**src/rtl/word_serializer_if.sv**
```systemverilog
// -----------------------------------------------------------------------------
// word_serializer_if
//   Bundles the producer handshake, the pause control and the serial output
//   of word_serializer so that both ends can be connected as a single port.
//
//   Signals
//     in_data    [WIDTH-1:0]  parallel word from the producer
//     in_valid                in_data is valid
//     in_ready                serializer can accept a word (registered)
//     pause                   stall bit emission for the next cycle
//     data                    serial bit to the downstream detector (registered)
//     data_valid              data carries a real bit this cycle (registered)
//     busy                    a word is stored or bits are still pending
//
//   Modports
//     master  the producer/consumer side that drives in_data/in_valid/pause
//     slave   the serializer itself
// -----------------------------------------------------------------------------
interface word_serializer_if #(
  parameter int WIDTH = 8
);

  logic [WIDTH-1:0] in_data;
  logic             in_valid;
  logic             in_ready;
  logic             pause;
  logic             data;
  logic             data_valid;
  logic             busy;

  modport master (
    output in_data,
    output in_valid,
    output pause,
    input  in_ready,
    input  data,
    input  data_valid,
    input  busy
  );

  modport slave (
    input  in_data,
    input  in_valid,
    input  pause,
    output in_ready,
    output data,
    output data_valid,
    output busy
  );

endinterface : word_serializer_if

```
**src/rtl/word_serializer.sv**
```systemverilog
// -----------------------------------------------------------------------------
// word_serializer
//   Accepts WIDTH-bit words through a valid/ready handshake, buffers up to two
//   of them in a small FIFO and sends them out one bit per cycle, back to back,
//   either MSB-first or LSB-first. A pause input stalls emission without losing
//   or reordering any bit.
//
//   Parameters
//     WIDTH      word width in bits, 2..32
//     MSB_FIRST  1: bit WIDTH-1 leaves first; 0: bit 0 leaves first
//
//   Ports
//     clk    rising-edge clock
//     rst_n  asynchronous active-low reset; empties the FIFO, drops any
//            partly sent word and clears all outputs
//     bus    word_serializer_if.slave (in_data/in_valid/in_ready, pause,
//            data/data_valid, busy)
// -----------------------------------------------------------------------------
module word_serializer #(
  parameter int WIDTH     = 8,
  parameter bit MSB_FIRST = 1'b1
) (
  input  logic                  clk,
  input  logic                  rst_n,
  word_serializer_if.slave      bus
);

  localparam int CNT_W = $clog2(WIDTH);

  typedef logic [WIDTH-1:0] word_t;
  typedef logic [CNT_W-1:0] cnt_t;

  localparam cnt_t LAST_IDX = cnt_t'(WIDTH - 1);

  // ---------------------------------------------------------------------------
  // State
  // ---------------------------------------------------------------------------
  word_t      fifo_mem [2];
  logic       wr_ptr;
  logic       rd_ptr;
  logic [1:0] count;

  word_t      shifter;
  cnt_t       remaining;

  logic       in_ready_q;
  logic       data_q;
  logic       data_valid_q;
  logic       busy_q;

  // ---------------------------------------------------------------------------
  // Next-state logic
  // ---------------------------------------------------------------------------
  logic       push;
  logic       pop;
  logic       emit;
  logic [1:0] count_next;
  cnt_t       remaining_next;
  word_t      head;
  logic       head_first_bit;
  word_t      head_rest;
  logic       shifter_bit;
  word_t      shifter_advanced;

  // NOTE: every signal driven here gets a default first, so no path through
  // the block can leave it unassigned and infer a latch.
  always_comb begin
    push             = 1'b0;
    pop              = 1'b0;
    emit             = 1'b0;
    count_next       = count;
    remaining_next   = remaining;
    head             = fifo_mem[rd_ptr];
    head_first_bit   = 1'b0;
    head_rest        = '0;
    shifter_bit      = 1'b0;
    shifter_advanced = '0;

    // in_ready already reflects count < 2 after the previous edge, so a full
    // FIFO is never written even when a pop happens on the same edge.
    push = bus.in_valid && in_ready_q && (count != 2'd2);

    emit = !bus.pause && ((remaining != '0) || (count != 2'd0));
    pop  = emit && (remaining == '0);

    unique case ({push, pop})
      2'b10:   count_next = count + 2'd1;
      2'b01:   count_next = count - 2'd1;
      default: count_next = count;
    endcase

    if (emit) begin
      remaining_next = (remaining == '0) ? LAST_IDX : remaining - cnt_t'(1);
    end

    // The bit on its way out always sits at the "exit" end of the shifter;
    // the load path drops the head's first bit straight onto data and keeps
    // the rest aligned to that same exit end.
    if (MSB_FIRST) begin
      head_first_bit   = head[WIDTH-1];
      head_rest        = head << 1;
      shifter_bit      = shifter[WIDTH-1];
      shifter_advanced = shifter << 1;
    end else begin
      head_first_bit   = head[0];
      head_rest        = head >> 1;
      shifter_bit      = shifter[0];
      shifter_advanced = shifter >> 1;
    end
  end

  // ---------------------------------------------------------------------------
  // Control and output registers
  // ---------------------------------------------------------------------------
  // NOTE: sequential state is written with non-blocking assignments so every
  // register samples the pre-edge values computed above, independent of
  // statement order.
  always_ff @(posedge clk or negedge rst_n) begin
    if (!rst_n) begin
      wr_ptr       <= 1'b0;
      rd_ptr       <= 1'b0;
      count        <= 2'd0;
      remaining    <= '0;
      in_ready_q   <= 1'b0;
      data_q       <= 1'b0;
      data_valid_q <= 1'b0;
      busy_q       <= 1'b0;
    end else begin
      if (push) wr_ptr <= ~wr_ptr;
      if (pop)  rd_ptr <= ~rd_ptr;
      count        <= count_next;
      remaining    <= remaining_next;
      in_ready_q   <= (count_next < 2'd2);
      busy_q       <= (count_next != 2'd0) || (remaining_next != '0);
      data_valid_q <= emit;
      if (emit) data_q <= pop ? head_first_bit : shifter_bit;
    end
  end

  // ---------------------------------------------------------------------------
  // Datapath storage
  // ---------------------------------------------------------------------------
  // NOTE: the FIFO entries and the shifter carry no reset; their contents are
  // only ever read while count/remaining mark them as holding live data, and
  // those qualifiers are reset.
  always_ff @(posedge clk) begin
    if (push) fifo_mem[wr_ptr] <= bus.in_data;
    if (emit) shifter <= pop ? head_rest : shifter_advanced;
  end

  assign bus.in_ready   = in_ready_q;
  assign bus.data       = data_q;
  assign bus.data_valid = data_valid_q;
  assign bus.busy       = busy_q;

endmodule : word_serializer

```
**src/flat_wrapper.sv**
```systemverilog
// flat-port wrapper written by rule: the top's interface ports become plain ports
module word_serializer_flat 
#(
  parameter int WIDTH     = 8,
  parameter bit MSB_FIRST = 1'b1
)
  (clk, rst_n, bus_in_data, bus_in_valid, bus_pause, bus_in_ready, bus_data, bus_data_valid, bus_busy);
  word_serializer_if #(.WIDTH(WIDTH)) bus_i ();
  input  logic clk;
  input  logic rst_n;
  input wire logic [$bits(bus_i.in_data)-1:0] bus_in_data;
  input wire logic [$bits(bus_i.in_valid)-1:0] bus_in_valid;
  input wire logic [$bits(bus_i.pause)-1:0] bus_pause;
  output wire logic [$bits(bus_i.in_ready)-1:0] bus_in_ready;
  output wire logic [$bits(bus_i.data)-1:0] bus_data;
  output wire logic [$bits(bus_i.data_valid)-1:0] bus_data_valid;
  output wire logic [$bits(bus_i.busy)-1:0] bus_busy;
  assign bus_i.in_data = bus_in_data;
  assign bus_i.in_valid = bus_in_valid;
  assign bus_i.pause = bus_pause;
  assign bus_in_ready = bus_i.in_ready;
  assign bus_data = bus_i.data;
  assign bus_data_valid = bus_i.data_valid;
  assign bus_busy = bus_i.busy;
  word_serializer #(.WIDTH(WIDTH), .MSB_FIRST(MSB_FIRST)) u_core (.clk(clk), .rst_n(rst_n), .bus(bus_i));
endmodule
```
**config.mk**
```make
export PLATFORM = sky130hd
export DESIGN_NAME = word_serializer_flat
export DESIGN_NICKNAME = d
export VERILOG_FILES = /design/src/rtl/word_serializer_if.sv /design/src/rtl/word_serializer.sv /design/src/flat_wrapper.sv
export SDC_FILE = /design/constraint.sdc
export NUM_CORES = 1
export LEC_CHECK = 0
export ABC_AREA = 1
export BUFFER_PORTS_ARGS = -buffer_cell sky130_fd_sc_hd__buf_2
export CAP_MARGIN = 20
export CORE_ASPECT_RATIO = 1.5
export CORE_MARGIN = 1
export CORE_UTILIZATION = 55
export DETAILED_ROUTE_END_ITERATION = 8
export PLACE_DENSITY = 0.76
export SYNTH_ARGS = -nofsm -noshare
export SYNTH_HDL_FRONTEND = slang
export SYNTH_SLANG_ARGS = --single-unit
```
**constraint.sdc**
```tcl
create_clock -name clk -period 2.35 [get_ports clk]
set_clock_uncertainty 0.15 [all_clocks]
set_input_delay 0.1175 -clock clk [delete_from_list [all_inputs] [get_ports clk]]
set_output_delay 0.1175 -clock clk [all_outputs]
set_load 0.02 [all_outputs]
```
# Yosys cells after proc, flatten, opt, wreduce, memory -nomap -nowiden
# Memory sizes are Yosys's and may differ from the RTL's.
# Index checks and enable logic that the tools add are counted.
dict set report op_classes {
  addsub 3
  magnitude_cmp 1
  n_eq_ne 3
  mux 7
  n_bitwise 2
  reduce_logical 12
}
# operator count
set ops {}
lappend ops {{$mux W8} 1}
lappend ops {{$mux W3} 2}
lappend ops {{$reduce_bool A3 Y1} 2}
lappend ops {{$logic_and A1 B1 Y1} 4}
lappend ops {{$pmux W2 S2} 1}
lappend ops {{$reduce_bool A2 Y1} 2}
lappend ops {{$logic_not A3 Y1} 1}
lappend ops {{$mux W1} 3}
lappend ops {{$sub A3 B1 Y3 const B} 1}
lappend ops {{$add A2 B1 Y2 const B} 1}
lappend ops {{$eq A2 B1 Y1 const B} 1}
lappend ops {{$eq A2 B2 Y1 const B} 1}
lappend ops {{$logic_or A1 B1 Y1} 2}
lappend ops {{$lt A2 B2 Y1 const B} 1}
lappend ops {{$ne A2 B2 Y1 const B} 1}
lappend ops {{$not A1 Y1} 2}
lappend ops {{$sub A2 B1 Y2 const B} 1}
lappend ops {{$logic_not A1 Y1} 1}
dict set report word_totals {
  reg_bits 19
  mem_bits_rw 16
  inputBits 12
  n_memories 1
}
# name words word_bits rd rd_clocked_by_memory_dff wr line_no
set mem_list {}
lappend mem_list {u_core.fifo_mem 2 8 1 0 1 word_serializer.sv:38} ;# word_t fifo_mem [2];

# Logic depth before layout (Yosys ltp)
# Gate-level depths: netlist of run 1.
dict set report depth {
  depth_word 8
  mapped_depth 14
}

# Worst setup path before layout of run 1
# No wires, ideal clock.
dict set report synth_path {
  path_type {reg2reg}
  startpoint {register u_core.remaining[0]}
  endpoint {register u_core.busy_q, in the netlist u_core.bus.busy}
  setup_ns 0.119
  t_arrival_ns 1.739
  required_ns 2.081
  path_slack_ns 0.342
  stages_incl_launch_ff 14
  n_path_buf 0
  cell_sequence {dfrtp_1 inv_1 ha_1 ha_1 nand2_2 nand2_4 nor2_8 ha_1 inv_1 nand3_1 nand2_1 nand2_1 nor2_1 nand2_1}
}
dict set report synth_via {
  elab_chain_len 8
  word_cells_on_any_way 14
  classes_between {1 x add/sub; 2 x eq/ne; 3 x mux; 8 x reduce/logical}
}
# element line_no
set synth_lines {}
lappend synth_lines {{start, declared} word_serializer.sv:44} ;# cnt_t remaining;
lappend synth_lines {{start signal, assigned} word_serializer.sv:132} ;# remaining <= remaining_next;
lappend synth_lines {{$reduce_bool A3 Y1} word_serializer.sv:83} ;# emit = !bus.pause && ((remaining != '0) || (count != 2'd0));
lappend synth_lines {{$logic_or A1 B1 Y1} word_serializer.sv:83}
lappend synth_lines {{$logic_and A1 B1 Y1} word_serializer.sv:83}
lappend synth_lines {{$logic_and A1 B1 Y1 (*)} word_serializer.sv:84} ;# pop = emit && (remaining == '0);
lappend synth_lines {{$eq A2 B1 Y1 or $eq A2 B2 Y1 (tied branches)} word_serializer.sv:86} ;# unique case ({push, pop})
lappend synth_lines {{$pmux W2 S2 (*)} word_serializer.sv:86}
lappend synth_lines {{net u_core.count_next[1]} word_serializer.sv:57} ;# logic [1:0] count_next;
lappend synth_lines {{$reduce_bool A2 Y1 (*)} word_serializer.sv:134} ;# busy_q <= (count_next != 2'd0) || (remaining_next != '0);
lappend synth_lines {{$logic_or A1 B1 Y1 (*)} word_serializer.sv:134}
lappend synth_lines {{end signal, assigned} word_serializer.sv:134}
lappend synth_lines {{end, declared} word_serializer.sv:49} ;# logic busy_q;
# Mark *: on every way through the listed nets, which the timed path passes. The rest lies on a longest branch.
# A chain may end at the register's enable or synchronous reset.

# Worst setup path after layout of run 1
# Ends and elaborated chain as after synthesis.

==> results.json, run 1 <==
{
  "dp_cells": 155,
  "postPlaceCellArea_um2": 1508,
  "ir_drop_uv": 760.1,
  "die-height_um": 64.02,
  "rows": 22,
  "syn_avg_cell_area_um2": 12.05,
  "initial_core_util": 0.5756,
  "path_max_fanout": 6,
  "required_ns": 2.44,
  "core-area_um2": 2450,
  "crit_family": "simple AND/OR/NAND/NOR gates",
  "path_class": "reg -> reg",
  "total_power_mw": 1.884,
  "grt_max_degree": 12,
  "fmax_ghz": 0.4645,
  "routedWlPerCell_um": 12.45,
  "antenna_found_initial": 0,
  "clk_pin_slew_ns": 0.10,
  "n_fill_cell": 191,
  "layout-drive-gt1-share": 0.2267,
  "ctsResizeCount": 0,
  "layout-area-overhead-vs-synth_pct": 18.37,
  "die_w_um": 43.34,
  "fin_area_um2": 1669,
  "synth_top_family_by_area": "simple AND/OR/NAND/NOR gates",
  "synth_simple_gate_area_frac": 0.1677,
  "finalNetCount": 164,
  "post_synth_fa_ha_maj_area_fraction": 0.02662,
  "num_antenna_cells": 0,
  "critPathBufInv": 2,
  "drt_wl_total_um": 2167,
  "powerDensity_nw_per_um2": 1129,
  "cp-start-kind": "register",
  "arrival_ns": 2.24,
  "cts_tree": "yes",
  "clock-sinks": 34,
  "ioPinCount": 16,
  "cts_buffers": 5,
  "drt_first_pass_iters": 7,
  "grt_pass1_vias": 924,
  "gp_congestion": 0.7366,
  "slew_headroom": 0.5807,
  "finish.utilization": 0.6813,
  "vias": 889,
  "worst_pin_slew_ns": 0.6267,
  "clock_latency_ns": 0.33,
  "synth_xor_area_frac": 0.01863,
  "synth_area_um2": 1410,
  "grtUsageTotal": 0.1869,
  "cp_slowest_cell": "dfrtp_1",
  "path_cells": "inv_1, ha_1, ha_1, nand2_2, nand2_4, nor2_8, ha_1, inv_1, nand3_1, nand2_1, nand2_1, nor2_1, nand2_1",
  "seq_area_frac_synth": 0.6850,
  "grt_pass1_wl_um": 3719,
  "violations": "design-rule violations",
  "cts-root-buf": "clkbuf_4",
  "rsz0062_at_grt": "false",
  "finalSetupViolCount": 0,
  "synth.distinct_cells": 20,
  "hold_class": "in -> async",
  "viasPerCell": 5.109,
  "cts-htree-levels": 2,
  "endpoint_kind": "register",
  "fin_cells": 174,
  "fin_crit_sh": 0.9161,
  "critPathMaxStageDelay_ns": 0.38,
  "io_buffers": 15,
  "dp_worst_setup_slack_ns": 0.1512,
  "place_hpwl_um": 1483,
  "clockBufferDepth": 2,
  "synth_cells": 117,
  "ys_ff_latch": 34,
  "syn_nets": 132,
  "antenna_left": 0,
  "drc": 3,
  "status": "finished with violations",
  "hold_viol_final": 0,
  "finalSetupTns_ns": 0,
  "drt_iter0_drc": 25,
  "synth-compound-area-share": 0.05413,
  "yosys_warnings": 0,
  "drv_cap": 0,
  "p_leak_nw": 0.7412,
  "dieArea_um2": 2774,
  "period_needed_ns": 2.153,
  "maxSlewViolCount": 0,
  "whs_ns": 0.01158,
  "layout_setup_ws_ns": 0.1971,
  "grt_overflow": 0,
  "synth.area.mux_share": 0
}
==> cell families (layout without fill, tap and decap cells) <==
logic type	after synthesis	after routing
and+or+nand+nor	49	49
DFF	34	34
adders and majority gates	3	3
AOI/OAI and AO/OA	11	11
xor gates and xnor gates	3	3
buffers and inverters	17	50
==> cells in the mapped netlist (all sizes together) <==
library cell  count  area, um^2
nand2            28       115.1
edfxtp           23       690.7
inv              16       60.05
dfrtp            11       275.3
nor2              9       50.05
o211ai            7       52.55
or2               6       37.54
nand3             4       20.02
a21oi             3       18.77
ha                3       37.54
xor2              3       26.28
buf               1       7.510
nand3b            1       7.510
nand4             1       6.260
o21ai             1       5.000
==> power by group <==
| part | switching (mW) | internal [mW] | total, mW |
|---|---|---|---|
| combinational | 0.390 | 0.234 | 0.625 |
| clock | 0.187 | 0.111 | 0.298 |
| sequential | 0.101 | 0.860 | 0.961 |
| total | 0.679 | 1.21 | 1.88 |
==> final timing paths <==
path / startpoint / to / slack [ns] / depth (start not counted)
setup / recovery: u_core.remaining[0]$_DFF_PN0_ / u_core.bus.busy$_DFF_PN0_ / 0.20 / 13
hold / removal: rst_n / u_core.remaining[2]$_DFF_PN0_ / 0.01 / 2
setup reg to reg: u_core.remaining[0]$_DFF_PN0_ / u_core.bus.busy$_DFF_PN0_ / 0.20 / 13
hold reg to reg: u_core.remaining[1]$_DFF_PN0_ / u_core.remaining[1]$_DFF_PN0_ / 0.37 / 2
max in group asynchronous: rst_n / u_core.bus.data_valid$_DFF_PN0_ / 1.84 / 2
min in group clk: bus_in_valid / u_core.wr_ptr$_DFFE_PN0N_ / 0.03 / 3
==> layout by cell type (no fill, tap or decap), drive strengths merged <==
master,synthesis,routed
nand4,1,1
or2,6,6
clkinvlp,0,1
buf,1,16
nor2,9,9
ha,3,3
dlygate4sd3,0,10
a21oi,3,3
o21ai,1,1
clkbuf,0,5
clkinv,0,2
o211ai,7,7
nand3,4,4
edfxtp,23,23
dfrtp,11,11
inv,16,16
nand3b,1,1
xor2,3,3
nand2,28,28
==> state kept, by name (all words and copies together), names as in the netlist <==
| register | flops |
|---|---|
| u_core.bus.busy | 1 |
| u_core.count | 2 |
| u_core.remaining | 3 |
| u_core.shifter | 7 |
| u_core.fifo_mem | 16 |
| u_core.bus.in_ready | 1 |
| u_core.wr_ptr | 1 |
| u_core.rd_ptr | 1 |
| u_core.bus.data_valid | 1 |
| u_core.bus.data | 1 |
==> layout make-up <==
cell class / instances / area (um^2) / share of cell area
Sequential cell: 34 / 965.9 / 0.5787
Multi-Input combinational cell: 66 / 376.6 / 0.2256
Timing Repair Buffer: 26 / 182.7 / 0.1094
Inverter: 16 / 60.06 / 0.03598
Clock buffer: 5 / 37.54 / 0.02249
Tap cell: 24 / 30.03 / 0.01799
Clock inverter: 3 / 16.27 / 0.009745
==> timing repair <==
action                                  in CTS  in global routing
hold buffers                                10                  0
endpoints found under the setup margin       0                  1
endpoints found under the hold margin       30                  0
setup buffers                                0                  1
==> layer usage <==
metal / vias up / wire, um / share of wire / GRT usage
met5: - / 0 / 0 / 0
met4: 0 / 49 / 0.023 / 0.08203
met3: 6 / 70 / 0.032 / 0.05932
met2: 16 / 1138 / 0.53 / 0.3239
met1: 413 / 908 / 0.42 / 0.2028
li1: 454 / - / - / -
(Power assumes the default switching activity.)
==> inputs of run 2 (changes only) <==
--- a/config.mk
+++ b/config.mk
@@ -7,12 +7,13 @@
 export LEC_CHECK = 0
 export ABC_AREA = 1
 export BUFFER_PORTS_ARGS = -buffer_cell sky130_fd_sc_hd__buf_2
-export CAP_MARGIN = 20
+export CELL_PAD_IN_SITES_DETAIL_PLACEMENT = 0
+export CELL_PAD_IN_SITES_GLOBAL_PLACEMENT = 2
 export CORE_ASPECT_RATIO = 1.5
 export CORE_MARGIN = 1
-export CORE_UTILIZATION = 55
+export CORE_UTILIZATION = 38
 export DETAILED_ROUTE_END_ITERATION = 8
-export PLACE_DENSITY = 0.76
+export PLACE_DENSITY_LB_ADDON = 0.1
 export SYNTH_ARGS = -nofsm -noshare
 export SYNTH_HDL_FRONTEND = slang
 export SYNTH_SLANG_ARGS = --single-unit
==> constraint.sdc (replaced) <==
create_clock -name clk -period 2.4 [get_ports clk]
set_clock_uncertainty 0.15 [all_clocks]
set_input_delay 0.12 -clock clk [delete_from_list [all_inputs] [get_ports clk]]
set_output_delay 0.12 -clock clk [all_outputs]
set_load 0.02 [all_outputs]
==> results.json, run 2 (same netlist as run 1, synthesis figures left out) <==
{
  "grt_pass1_wl_um": 4050,
  "die_w_um": 51.74,
  "arrival_ns": 2.11,
  "num_antenna_cells": 0,
  "final_common_cell": "nand2_1",
  "antenna_found_initial": 0,
  "grtUsageTotal": 0.1447,
  "slew_headroom": 0.7263,
  "period_needed_ns": 2.088,
  "cts_buffers": 5,
  "finalSetupViolCount": 0,
  "vias": 862,
  "grt_overflow": 0,
  "endpoint_kind": "register",
  "drt_wl_total_um": 2400,
  "wl_met1_um": 1015,
  "critPathBufInv": 3,
  "fin_area_um2": 1734,
  "fmax_ghz": 0.4789,
  "routedWlPerCell_um": 12.44,
  "powerDensity_nw_per_um2": 1148,
  "post_cts_buffers": 0,
  "top_layer": "met4",
  "required_ns": 2.42,
  "dieArea_um2": 3963,
  "die-height_um": 76.61,
  "gp_congestion": 0.7433,
  "p_int_mw": 1.317,
  "worst_pin_slew_ns": 0.4087,
  "dp_cells": 176,
  "largest-register": "u_core.fifo_mem",
  "drc": 0,
  "total_power_mw": 1.991,
  "critPathMaxStageDelay_ns": 0.36,
  "postPlaceCellArea_um2": 1553,
  "cp-start-kind": "register",
  "initial_core_util": 0.4051,
  "clock-sinks": 34,
  "place_hpwl_um": 1788,
  "hold_class": "in -> reg",
  "cts_tree": "yes",
  "cts-htree-levels": 2,
  "finish.utilization": 0.4982,
  "reg.largest.list": "u_core.fifo_mem x16, u_core.shifter x7, u_core.remaining x3",
  "drt_first_pass_iters": 4,
  "fin_cells": 193,
  "rsz0062_at_grt": "false",
  "power_frac_comb": 0.319,
  "rows": 26,
  "maxSlewViolCount": 0,
  "cp_slowest_cell": "dfrtp_1",
  "grt_max_degree": 12,
  "fin_crit_sh": 0.8700,
  "antenna_left": 0,
  "ir_drop_uv": 598.8,
  "status": "completed",
  "layout-area-overhead-vs-synth_pct": 22.98,
  "finalSetupTns_ns": 0,
  "largest_reg_flops": 16,
  "layout_common_cells": "nand2_1, edfxtp_1, inv_1, buf_2, dfrtp_1",
  "io_buffers": 15,
  "clock_latency_ns": 0.28,
  "layout-drive-gt1-share": 0.2384,
  "drv_cap": 0,
  "path_cells": "inv_1, ha_1, ha_1, inv_1, nor2_8, ha_1, inv_1, nand3_1, nand2_1, nand2_1, nor2_1, nand2_1",
  "swShare": 0.3384,
  "clockBufferDepth": 2,
  "clk_pin_slew_ns": 0.06,
  "route.met2.wl_um": 1256,
  "viasPerCell": 4.466,
  "p_leak_nw": 0.7667,
  "dr_wl_met3_um": 66,
  "power.switching_mw": 0.6738,
  "grt_pass1_vias": 875,
  "crit_family": "adder cells",
  "cts-root-buf": "clkbuf_8",
  "path_max_fanout": 4,
  "hold_viol_final": 0,
  "p_seq_frac": 0.470,
  "p_clk_frac": 0.211,
  "drt_iter0_drc": 24,
  "finalNetCount": 165,
  "core-area_um2": 3481,
  "ioPinCount": 16,
  "path_class": "reg -> reg"
}
==> run 2: repair_timing <==
action                    CTS  global route
gates resized for setup     0             0
hold endpoints to repair   27             0
hold buffers                9             0
==> run 2: layout make-up <==
class                           instances  area, um^2
Fill cell                             316        1747
Sequential cell                        34       965.9
Multi-Input combinational cell         66       376.6
Timing Repair Buffer                   27       187.7
Clock buffer                            7       86.33
Inverter                               16       60.06
Tap cell                               42       52.55
Clock inverter                          1       5.005
==> run 2: final timing paths <==
check	endpoint	slack, ns	from	depth (start not counted)
worst max register to register	u_core.bus.busy$_DFF_PN0_	0.31	u_core.remaining[0]$_DFF_PN0_	12
max in group asynchronous	u_core.bus.in_ready$_DFF_PN0_	1.79	rst_n	2
min in group asynchronous	u_core.bus.data_valid$_DFF_PN0_	0.10	rst_n	2
worst min-delay path	u_core.remaining[2]$_DFF_PN0_	0.05	bus_pause	4
worst max-delay path	u_core.bus.busy$_DFF_PN0_	0.31	u_core.remaining[0]$_DFF_PN0_	12
worst min register to register	u_core.remaining[2]$_DFF_PN0_	0.35	u_core.remaining[2]$_DFF_PN0_	2
==> run 2: per-stage QoR <==
step | setup WS (ns) | hold WS [ns]
3_3_place_gp | 0.3306 | -0.1352
3_5_place_dp | 0.2956 | -0.1378
4_1_cts | 0.2808 | 0.04847
2_1_floorplan | 0.3920 | -0.3256
5_1_grt | 0.1076 | 0.07745
6_report | 0.3120 | 0.05449
==> run 2: per-layer routing <==
layer  vias up  global-route usage
li1        451                   -
met1       392              0.1618
met2        13              0.2377
met3         6             0.04192
met4         0             0.08108
met5         -                   0
==> run 2: power by group through the flow <==
stage	Clock (mW)	Combinational (mW)	Sequential [mW]
floorplan	0	0.457	0.945
global placement	0	0.634	0.947
detailed placement	0	0.638	0.951
CTS	0.443	0.653	0.938
global route	0.468	0.742	0.956
finish	0.420	0.635	0.936
==> run 2: worst reg2reg max path, stage by stage (launching register included) <==
cell and delay (ns):
dfrtp_1 0.36, inv_1 0.05, ha_1 0.19, ha_1 0.20, inv_1 0.21, nor2_8 0.06, ha_1 0.29, inv_1 0.08
nand3_1 0.07, nand2_1 0.05, nand2_1 0.08, nor2_1 0.11, nand2_1 0.06
